## config.mk

```make
export PLATFORM = sky130hd
export DESIGN_NAME = physics_scheduler_flat
export DESIGN_NICKNAME = d
export VERILOG_FILES = /design/src/rtl/physics_pkg.sv /design/src/rtl/physics_scheduler_if.sv /design/src/rtl/sched_counter.sv /design/src/rtl/physics_scheduler.sv /design/src/flat_wrapper.sv
export SDC_FILE = /design/constraint.sdc
export NUM_CORES = 1
export LEC_CHECK = 0
export ABC_CLOCK_PERIOD_IN_PS = 4400
export CAP_MARGIN = 5
export CORE_MARGIN = 8
export CORE_UTILIZATION = 51
export DETAILED_ROUTE_END_ITERATION = 12
export PLACE_DENSITY = 0.73
export SLEW_MARGIN = 20
export SYNTH_ARGS = -nofsm -noshare
export SYNTH_HDL_FRONTEND = slang
export SYNTH_HIERARCHICAL = 1
export SYNTH_SLANG_ARGS = --single-unit
```

## constraint.sdc

```tcl
create_clock -name clk_162 -period 4.4 [get_ports clk_162]
set_clock_uncertainty 0.2 [all_clocks]
set_input_delay 0.66 -clock clk_162 [delete_from_list [all_inputs] [get_ports clk_162]]
set_output_delay 0.66 -clock clk_162 [all_outputs]
set_load 0.1 [all_outputs]
```

## src/rtl/physics_pkg.sv

```systemverilog
`default_nettype none
// ============================================================================
// physics_pkg
// Shared types and constants for the physics engine sprite scheduler.
// Revision: 1.0 - initial release
// ============================================================================
package physics_pkg;

    typedef enum logic [1:0] {
        IDLE   = 2'd0,
        SETTLE = 2'd1,
        DONE   = 2'd2
    } sched_state_t;

    // 60 Hz frame period at a 162 MHz clock
    localparam int unsigned FRAME_CYCLES_60HZ     = 2_700_000;
    localparam int unsigned SETTLE_CYCLES_DEFAULT = 65536;

endpackage
`default_nettype wire

```

## src/rtl/physics_scheduler_if.sv

```systemverilog
`default_nettype none
// ============================================================================
// physics_scheduler_if
// Control bundle between the sprite scheduler and the calc/result datapath.
// master: scheduler side. slave: engine datapath side.
// Revision: 1.0 - initial release
// ============================================================================
interface physics_scheduler_if #(
    parameter int unsigned IDX_W = 4
);
    logic             data_ready;
    logic [IDX_W-1:0] calc_index;
    logic             calc_capture;
    logic             commit;
    logic             load;
    logic             running;
    logic [15:0]      frame_count;
    logic             frame_overrun;

    modport master (
        input  data_ready,
        output calc_index, calc_capture, commit, load, running,
               frame_count, frame_overrun
    );

    modport slave (
        output data_ready,
        input  calc_index, calc_capture, commit, load, running,
               frame_count, frame_overrun
    );
endinterface
`default_nettype wire

```

## src/rtl/sched_counter.sv

```systemverilog
`default_nettype none
// ============================================================================
// sched_counter
// Terminal-count counter 0..MAX with synchronous clear and enable. The
// terminal flag is a look-ahead: high when the count will equal MAX after the
// next edge, so the parent can register strobes aligned with the terminal
// cycle.
// Revision: 1.0 - initial release
// ============================================================================
module sched_counter #(
    parameter int unsigned MAX = 3
) (
    input  wire logic clk,
    input  wire logic rst_n,
    input  wire logic i_clr,
    input  wire logic i_en,
    output logic      o_term_next
);
    localparam int unsigned      c_width = (MAX < 1) ? 1 : $clog2(MAX + 1);
    localparam logic [c_width-1:0] c_max = c_width'(MAX);

    logic [c_width-1:0] r_count;
    logic [c_width-1:0] w_count_next;

    // Next count: clear wins over enable; wraps to 0 after MAX
    always_comb begin
        w_count_next = r_count;
        if (i_clr) begin
            w_count_next = '0;
        end else if (i_en) begin
            w_count_next = (r_count == c_max) ? '0 : r_count + c_width'(1);
        end
    end

    // Count register
    always_ff @(posedge clk or negedge rst_n) begin
        if (!rst_n) begin
            r_count <= '0;
        end else begin
            r_count <= w_count_next;
        end
    end

    assign o_term_next = (w_count_next == c_max);

endmodule
`default_nettype wire

```

## src/rtl/physics_scheduler.sv

```systemverilog
`default_nettype none
// ============================================================================
// physics_scheduler
// Sequences the shared per-sprite calc datapath: steps calc_index through the
// sprites with a settle window each, strobes capture into the shadow buffer,
// commits the shadow buffer once per frame and sequences the init-data load.
// All outputs are registered.
// Build option: SCHED_OVERRUN_EN enables the sticky frame_overrun flag.
// Revision: 1.0 - initial release
// ============================================================================
module physics_scheduler
    import physics_pkg::*;
#(
    parameter int unsigned SPRITES        = 9,
    parameter int unsigned SETTLE_CYCLES  = SETTLE_CYCLES_DEFAULT,
    parameter int unsigned FRAME_CYCLES   = FRAME_CYCLES_60HZ,
    parameter int unsigned IDX_W          = $clog2(SPRITES),
    parameter bit          PARAM_CHECK_EN = 1'b1
) (
    input  wire logic                 clk_162,
    input  wire logic                 rst_l,
    physics_scheduler_if.master       sched_bus
);

    // All sprites must fit in one frame, and each settle window needs at
    // least two cycles so the capture strobe is never on the load cycle.
    if (PARAM_CHECK_EN &&
        ((SPRITES * SETTLE_CYCLES >= FRAME_CYCLES) || (SETTLE_CYCLES < 2))) begin : g_param_check
        $error("physics_scheduler: need SPRITES*SETTLE_CYCLES < FRAME_CYCLES and SETTLE_CYCLES >= 2");
    end

    sched_state_t     r_state;
    sched_state_t     w_state_next;
    logic [IDX_W-1:0] r_index;
    logic [IDX_W-1:0] w_index_next;
    logic [15:0]      r_frame_count;
    logic [15:0]      w_fcount_next;
    logic             r_load;
    logic             r_capture;
    logic             r_commit;
    logic             r_running;
    logic             r_overrun;

    logic w_dr;
    logic w_settle_clr, w_settle_en, w_settle_tc;
    logic w_frame_clr,  w_frame_en,  w_frame_tc;
    logic w_commit_next, w_capture_next, w_overrun_next;

    assign w_dr = sched_bus.data_ready;

    sched_counter #(.MAX(SETTLE_CYCLES - 1)) u_settle_cnt (
        .clk         (clk_162),
        .rst_n       (rst_l),
        .i_clr       (w_settle_clr),
        .i_en        (w_settle_en),
        .o_term_next (w_settle_tc)
    );

    sched_counter #(.MAX(FRAME_CYCLES - 1)) u_frame_cnt (
        .clk         (clk_162),
        .rst_n       (rst_l),
        .i_clr       (w_frame_clr),
        .i_en        (w_frame_en),
        .o_term_next (w_frame_tc)
    );

    // Next state, sprite index and counter controls; load overrides all
    always_comb begin
        w_state_next  = r_state;
        w_index_next  = r_index;
        w_fcount_next = r_frame_count;
        w_settle_clr  = 1'b0;
        w_settle_en   = 1'b0;
        w_frame_clr   = 1'b0;
        w_frame_en    = 1'b0;
        if (w_dr) begin
            w_state_next  = SETTLE;
            w_index_next  = '0;
            w_fcount_next = '0;
            w_settle_clr  = 1'b1;
            w_frame_clr   = 1'b1;
        end else begin
            case (r_state)
                IDLE: begin
                    w_settle_clr = 1'b1;
                    w_frame_clr  = 1'b1;
                end
                SETTLE, DONE: begin
                    w_frame_en = 1'b1;
                    if (r_commit) begin
                        // frame boundary: frame counter wraps, restart sprite 0
                        w_fcount_next = r_frame_count + 16'd1;
                        w_state_next  = SETTLE;
                        w_index_next  = '0;
                        w_settle_clr  = 1'b1;
                    end else if (r_state == SETTLE) begin
                        if (r_capture) begin
                            w_settle_clr = 1'b1;
                            if (r_index < IDX_W'(SPRITES - 1)) begin
                                w_index_next = r_index + IDX_W'(1);
                            end else begin
                                w_state_next = DONE;
                                w_index_next = '0;
                            end
                        end else begin
                            w_settle_en = 1'b1;
                        end
                    end
                end
                default: begin
                    w_state_next = IDLE;
                    w_index_next = '0;
                    w_settle_clr = 1'b1;
                    w_frame_clr  = 1'b1;
                end
            endcase
        end
    end

    // Strobes for the coming cycle: load > commit > capture
    assign w_commit_next  = w_frame_tc & ~w_dr & (w_state_next != IDLE);
    assign w_capture_next = w_settle_tc & ~w_dr & (w_state_next == SETTLE) & ~w_commit_next;

`ifdef SCHED_OVERRUN_EN
    // Sticky overrun: a commit while sprites are still settling
    always_comb begin
        w_overrun_next = r_overrun;
        if (w_dr) begin
            w_overrun_next = 1'b0;
        end else if (w_commit_next && (w_state_next == SETTLE)) begin
            w_overrun_next = 1'b1;
        end
    end
`else
    assign w_overrun_next = 1'b0;
`endif

    // State and registered outputs
    always_ff @(posedge clk_162 or negedge rst_l) begin
        if (!rst_l) begin
            r_state       <= IDLE;
            r_index       <= '0;
            r_frame_count <= '0;
            r_load        <= 1'b0;
            r_capture     <= 1'b0;
            r_commit      <= 1'b0;
            r_running     <= 1'b0;
            r_overrun     <= 1'b0;
        end else begin
            r_state       <= w_state_next;
            r_index       <= w_index_next;
            r_frame_count <= w_fcount_next;
            r_load        <= w_dr;
            r_capture     <= w_capture_next;
            r_commit      <= w_commit_next;
            r_running     <= (w_state_next != IDLE);
            r_overrun     <= w_overrun_next;
        end
    end

    assign sched_bus.calc_index    = r_index;
    assign sched_bus.calc_capture  = r_capture;
    assign sched_bus.commit        = r_commit;
    assign sched_bus.load          = r_load;
    assign sched_bus.running       = r_running;
    assign sched_bus.frame_count   = r_frame_count;
    assign sched_bus.frame_overrun = r_overrun;

endmodule
`default_nettype wire

```

## src/flat_wrapper.sv

```systemverilog
// flat-port wrapper written by rule: the top's interface ports become plain ports
module physics_scheduler_flat import physics_pkg::*;
#(
    parameter int unsigned SPRITES        = 9,
    parameter int unsigned SETTLE_CYCLES  = SETTLE_CYCLES_DEFAULT,
    parameter int unsigned FRAME_CYCLES   = FRAME_CYCLES_60HZ,
    parameter int unsigned IDX_W          = $clog2(SPRITES),
    parameter bit          PARAM_CHECK_EN = 1'b1
)
  (clk_162, rst_l, sched_bus_data_ready, sched_bus_calc_index, sched_bus_calc_capture, sched_bus_commit, sched_bus_load, sched_bus_running, sched_bus_frame_count, sched_bus_frame_overrun);
  physics_scheduler_if #(.IDX_W(IDX_W)) sched_bus_i ();
  input  wire logic clk_162;
  input  wire logic rst_l;
  input wire logic [$bits(sched_bus_i.data_ready)-1:0] sched_bus_data_ready;
  output wire logic [$bits(sched_bus_i.calc_index)-1:0] sched_bus_calc_index;
  output wire logic [$bits(sched_bus_i.calc_capture)-1:0] sched_bus_calc_capture;
  output wire logic [$bits(sched_bus_i.commit)-1:0] sched_bus_commit;
  output wire logic [$bits(sched_bus_i.load)-1:0] sched_bus_load;
  output wire logic [$bits(sched_bus_i.running)-1:0] sched_bus_running;
  output wire logic [$bits(sched_bus_i.frame_count)-1:0] sched_bus_frame_count;
  output wire logic [$bits(sched_bus_i.frame_overrun)-1:0] sched_bus_frame_overrun;
  assign sched_bus_i.data_ready = sched_bus_data_ready;
  assign sched_bus_calc_index = sched_bus_i.calc_index;
  assign sched_bus_calc_capture = sched_bus_i.calc_capture;
  assign sched_bus_commit = sched_bus_i.commit;
  assign sched_bus_load = sched_bus_i.load;
  assign sched_bus_running = sched_bus_i.running;
  assign sched_bus_frame_count = sched_bus_i.frame_count;
  assign sched_bus_frame_overrun = sched_bus_i.frame_overrun;
  physics_scheduler #(.SPRITES(SPRITES), .SETTLE_CYCLES(SETTLE_CYCLES), .FRAME_CYCLES(FRAME_CYCLES), .IDX_W(IDX_W), .PARAM_CHECK_EN(PARAM_CHECK_EN)) u_core (.clk_162(clk_162), .rst_l(rst_l), .sched_bus(sched_bus_i));
endmodule
```

* Word-level counts from Yosys, hierarchy flattened *
Index checks and enable logic that the tools add are counted.

operators by class
  add/sub/neg operators = 4
  magnitude comparators = 1
  equal/unequal tests = 10
  multiplexer cells = 35
  bitwise operators = 7
  reduce and logical (&&, ||, !) cells = 7

operators with widths
  operator                                                                  count
  16-bit 2-to-1 mux                                                         6
  22-bit 2-to-1 mux                                                         3
  22-bit == test (second input constant)                                    2
  16-bit by 1-bit adder with 16-bit output (second input constant)          2
  16-bit == test (second input constant)                                    2
  22-bit by 1-bit adder with 22-bit output (second input constant)          1
  4-bit 2-to-1 mux                                                          5
  1-bit 2-to-1 mux                                                          14
  2-bit 2-to-1 mux                                                          5
  4-bit by 2-bit inequality test with 1-bit output (second input constant)  2
  4-bit case mux with 2 select lines                                        1
  2-bit nonzero test                                                        3
  1-bit AND                                                                 5
  4-bit by 1-bit adder with 4-bit output (second input constant)            1
  2-bit by 1-bit == test with 1-bit output (second input constant)          2
  4-bit less-than comparator (second input constant)                        1
  2-bit case mux with 2 select lines                                        1
  3-bit AND reduction                                                       1
  2-bit == test (second input constant)                                     1
  2-bit zero test                                                           1
  2-bit inequality test (second input constant)                             1
  1-bit NOT                                                                 2
  2-bit AND reduction                                                       1
  2-bit OR reduction                                                        1

storage, ports and cells
  register bits = 64
  input bits = 3
  output and inout port bits = 25
  logic and storage cells = 73

* Depth between registers and ports, before layout *
  word-level depth = 11
  depth in mapped cells = 15
  mapped depth without buffers = 12

* Modules after synthesis *
The synthesis kept the hierarchy.

modules (own cells, without submodules)
  module                                instances  cells each  area an instance (µm²)  seq. area each (µm²)
  physics_scheduler                     1          142         1405.1                  650.6
  sched_counter at u_core.u_frame_cnt   1          161         1405.1                  550.5
  sched_counter at u_core.u_settle_cnt  1          120         1054.8                  400.4

* Least setup slack after synthesis *
OpenSTA, ideal clock, no wires.

  path type = register to register
  start point = register u_core.r_commit (netlist: u_core/sched_bus.commit)
  end point = register u_core.r_capture (netlist: u_core/sched_bus.calc_capture)
  library setup time = 0.067 ns
  data arrival time = 3.242 ns
  required time = 4.133 ns
  slack = 0.892 ns
  cell stages (with the launch flop) = 10
  path buffers = 0
  period minus slack after synthesis = 3.508 ns
  cells stage by stage = dfrtp_1 nand2b_1 nor4b_1 and3_1 nand3_1 or3_1 xor2_1 and4b_1 nor4b_1 and3_1

on the way
  word-level cells in the longest chain between the ends = 9
  elaborated cells on any way between the ends = 19
  classes of those cells = 2 x eq/ne; 11 x mux; 5 x bitwise; 1 x reduce/logical

RTL lines
  item                             RTL line                  text
  from (decl)                      physics_scheduler.sv:40   logic r_commit;
  from (signal assigned)           physics_scheduler.sv:155  r_commit <= w_commit_next;
  1-bit 2-to-1 mux                 physics_scheduler.sv:90   if (r_commit) begin
  1-bit 2-to-1 mux                 physics_scheduler.sv:83   case (r_state)
  1-bit 2-to-1 mux                 physics_scheduler.sv:76   if (w_dr) begin
  named net u_core.w_settle_en     physics_scheduler.sv:45   logic w_settle_clr, w_settle_en, w_settle_tc;
  16-bit 2-to-1 mux                sched_counter.sv:30       end else if (i_en) begin
  16-bit 2-to-1 mux                sched_counter.sv:28       if (i_clr) begin
  16-bit == test                   sched_counter.sv:44       assign o_term_next = (w_count_next == c_max);
  named net u_core.w_settle_tc     physics_scheduler.sv:45
  1-bit AND (3 in a row)           physics_scheduler.sv:122  assign w_capture_next = w_settle_tc & ~w_dr & (w_state_next == SETTLE) & ~w_commit_next;
  named net u_core.w_capture_next  physics_scheduler.sv:47   logic w_commit_next, w_capture_next, w_overrun_next;
  to (signal assigned)             physics_scheduler.sv:154  r_capture <= w_capture_next;
  to (decl)                        physics_scheduler.sv:39   logic r_capture;

The timed path passes the listed nets, and every way through them passes these cells.
A chain may end at the register's enable or synchronous reset.

* Worst setup path in the final report *
  start point = register u_core.r_state[1]
  end point = register u_core.r_capture (netlist: u_core/sched_bus.calc_capture)

on the way
  elaborated cells on any way between the ends = 36
  classes of those cells = 5 x eq/ne; 22 x mux; 6 x bitwise; 3 x reduce/logical

RTL lines
  item                                                                              RTL line                  text
  from (decl)                                                                       physics_scheduler.sv:32   sched_state_t r_state;
  from (signal assigned)                                                            physics_scheduler.sv:150  r_state <= w_state_next;
  2-bit == test / 2-bit by 1-bit == test with 1-bit output (equally long branches)  physics_scheduler.sv:83
  2-bit OR reduction *                                                              physics_scheduler.sv:83
  1-bit 2-to-1 mux *                                                                physics_scheduler.sv:83
  1-bit 2-to-1 mux *                                                                physics_scheduler.sv:76
  named net u_core.w_frame_clr                                                      physics_scheduler.sv:46   logic w_frame_clr, w_frame_en, w_frame_tc;
  22-bit 2-to-1 mux *                                                               sched_counter.sv:28
  22-bit == test *                                                                  sched_counter.sv:44
  named net u_core.w_frame_tc                                                       physics_scheduler.sv:46
  1-bit AND * (2 in a row)                                                          physics_scheduler.sv:121  assign w_commit_next = w_frame_tc & ~w_dr & (w_state_next != IDLE);
  1-bit NOT *                                                                       physics_scheduler.sv:122
  1-bit AND *                                                                       physics_scheduler.sv:122
  named net u_core.w_capture_next                                                   physics_scheduler.sv:47

The timed path passes the listed nets; every way through them passes the cells marked *.

==> flow_metrics.py <==
metrics = {
    "synthesis": {
        "seq_area_frac_synth": 0.414,
        "syn-cell-area_um2": 3860,
        "synth_edf_count": 0,
        "synth_area_leaders": "dfrtp_1 41%, nor2_1 5.9%, xnor2_1 4.8%",
        "ys_warn_count": 6,
        "async_reset_ff_frac": 1.00,
        "ys_ff_latch": 64,
        "syn_inst": 423,
        "synth_top_area_cell": "dfrtp_1",
        "ys.flop_type": "dfrtp_1",
        "syn_area_per_cell_um2": 9.14,
        "synth.distinct_cells": 64,
        "syn-num-nets": 434,
        "synth_top_area_share": 0.414,
    },
    "sta": {
        "fin_crit_ns": 3.76,
        "final.setup.tns_ns": 0,
        "fmax_mhz": 266,
        "holdWs_ns": 0.187,
        "finalHoldViolations": 0,
        "grt_setup_unrepaired": "no",
        "setup_ws_ns": 0.640,
        "period_share": 0.855,
        "worstMarginPinSlew_ns": 0.992,
        "slew_headroom": 0.337,
        "slew_violations": 0,
        "setup_viol": 0,
    },
    "placed_design": {
        "place_ws_ns": 0.371,
        "globalplace.congestion": 0.936,
        "port_buffers": 26,
        "hpwlAfterDp_mm": 6.17,
    },
    "setup_path": {
        "crit_arrival_ns": 3.79,
        "cp_max_fo": 10,
        "cp-start-kind": "register",
        "required_ns": 4.43,
        "crit_path_end_kind": "register",
        "path_class": "reg -> reg",
    },
    "power_and_ir_drop": {
        "p_per_area_nw_per_um2": 251,
        "p_seq_frac": 0.551,
        "intPower_uw": 805,
        "comb_power_share": 0.055,
        "p_leak_uw": 0.00172,
        "p_clk_frac": 0.394,
        "power.switching_uw": 284,
        "p_sw_frac": 0.261,
        "max-vdd-ir-drop_mv": 0.153,
    },
    "cells_and_area": {
        "num-fill-cells": 651,
        "antenna_cells": 0,
        "nNetsFinal": 456,
        "final_common_cell": "dfrtp_1",
        "final_cell_mix": "64 x dfrtp_1, 61 x nor2_1, 32 x nand2_1",
        "utilization": 0.596,
        "regArea_um2": 1600,
        "drive_above_1_share": 0.0846,
        "multi_input_comb_area_um2": 2120,
        "area_delta_synth_final_pct": 12.4,
    },
    "cts": {
        "clk_pin_slew_ns": 0.07,
        "h-tree-depth": 3,
        "cts_resized": 0,
        "cts_tree": "done",
        "clock_path_buffers": 2,
        "clk_latency_ns": 0.35,
        "postCtsHoldBufs": 0,
        "cts_setup_buffers": 0,
        "clock-root-buffer": "clkbuf_8",
        "numClockSinks": 64,
        "cts_buffers": 9,
    },
    "route": {
        "wl_per_cell_um": 15.5,
        "totalWireLength_mm": 8.51,
        "viasPerCell": 5.78,
        "drtIter0Drc": 249,
        "vias": 3167,
        "drt_pass1_iterations": 4,
        "drc": 0,
        "ant_nets": 0,
    },
    "global_route": {
        "track_usage": 0.174,
        "grt_pass1_vias": 3027,
        "grt_pass1_wl_mm": 14.6,
        "antenna_found_initial": 0,
        "grt-ovfl-total": 0,
        "grt_max_degree": 35,
    },
    "floorplan": {
        "die-area_um2": 10600,
        "ios": 28,
        "chipHeight_um": 103,
        "coreArea_um2": 7290,
        "die_x_um": 103,
        "start_util": 0.530,
        "num_rows": 31,
    },
    "flow_run": {
        "maxCapViolCount": 0,
    },
    "worst_hold_path": {
        "min_path_type": "in -> async",
    },
    "status": {
        "status": "complete, no violations",
    },
}
## worst paths after layout
kind / start / to / slack [ns] / depth (start not counted)
max reg2reg: u_core/r_state[1] / u_core/sched_bus.calc_capture / 0.64 / 11
max in group asynchronous: rst_l / u_core/sched_bus.frame_count[4] / 2.92 / 2
max: u_core/r_state[1] / u_core/sched_bus.calc_capture / 0.64 / 11
min reg2reg: u_core/u_frame_cnt/r_count[21] / u_core/u_frame_cnt/r_count[21] / 0.37 / 2
min: rst_l / u_core/sched_bus.calc_index[2] / 0.19 / 1
min in group clk_162: u_core/u_frame_cnt/r_count[21] / u_core/u_frame_cnt/r_count[21] / 0.37 / 2
## kinds of logic after synthesis
| family | synth area share |
|---|---|
| flops | 0.414 |
| buf+inv | 0.0379 |
| simple gates | 0.315 |
| xor+xnor | 0.0952 |
| mux | 0.0133 |
| other cells | 0.000970 |
| compound gates | 0.0974 |
| fa+ha+maj | 0.0259 |
## synthesized netlist by cell type, types with 3 or more instances
| cell | instances |
|---|---|
| dfrtp_1 | 64 |
| nor2_1 | 61 |
| nand2_1 | 32 |
| nand3_1 | 24 |
| xnor2_1 | 21 |
| xor2_1 | 21 |
| a21oi_1 | 15 |
| inv_1 | 13 |
| nand4_1 | 13 |
| o21ai_0 | 11 |
| nand2b_1 | 10 |
| nor3_1 | 10 |
| or3_1 | 9 |
| ha_1 | 8 |
| nor2b_1 | 8 |
| buf_2 | 7 |
| nor4_1 | 7 |
| nor4b_1 | 6 |
| and3_1 | 5 |
| clkbuf_1 | 5 |
| a31oi_1 | 4 |
| mux2i_1 | 4 |
| a211oi_1 | 3 |
| and4_1 | 3 |
| and4b_1 | 3 |
## per-layer routing
metal	vias up	wire (µm)	global-route usage
met2	75	3820	0.258
met1	1548	4130	0.241
li1	1538	-	-
met4	0	70	0.0812
met5	-	0	0
met3	6	481	0.0290
## critical path, stage by stage, from the launching register on
cell and delay (ns):
dfrtp_1 0.41, inv_1 0.09, ha_1 0.47, nand2b_1 0.15, inv_1 0.28, nand4_1 0.22
nor2_1 0.38, nand4_1 0.23, or4_1 0.46, a2111oi_2 0.47, nor4b_1 0.09, and3_1 0.19
## sequential cells by signal, summed over array words and instances (netlist names)
name                           cells
u_core/u_frame_cnt/r_count        22
u_core/sched_bus.calc_index        4
u_core/sched_bus.running           1
u_core/sched_bus.calc_capture      1
u_core/u_settle_cnt/r_count       16
u_core/sched_bus.load              1
u_core/sched_bus.frame_count      16
u_core/sched_bus.commit            1
u_core/r_state                     2
## power groups by stage
stage	sequential (µW)	clock (µW)	combinational (µW)
after floorplan	610	0	38.9
after global placement	611	0	59.8
after detailed placement	611	0	61.3
after CTS	600	443	61.3
after global routing	601	467	67.3
final	600	429	60.2
## layout make-up
class / instances / share of cell area
timing repair buffer: 30 / 0.0657
inverter: 13 / 0.0112
sequential: 64 / 0.369
tap: 99 / 0.0285
multi-input combinational: 327 / 0.489
clock inverter: 6 / 0.00864
clock buffer: 9 / 0.0285
## stage by stage
step,instance area (µm²),cells,total power (µW)
final,4340,548,1090
after global routing,4340,548,1140
after CTS,4340,548,1100
after detailed placement,4180,533,672
after global placement,4180,533,671
after floorplan,3860,423,649
No activity file was read; power rests on OpenSTA's default activity.
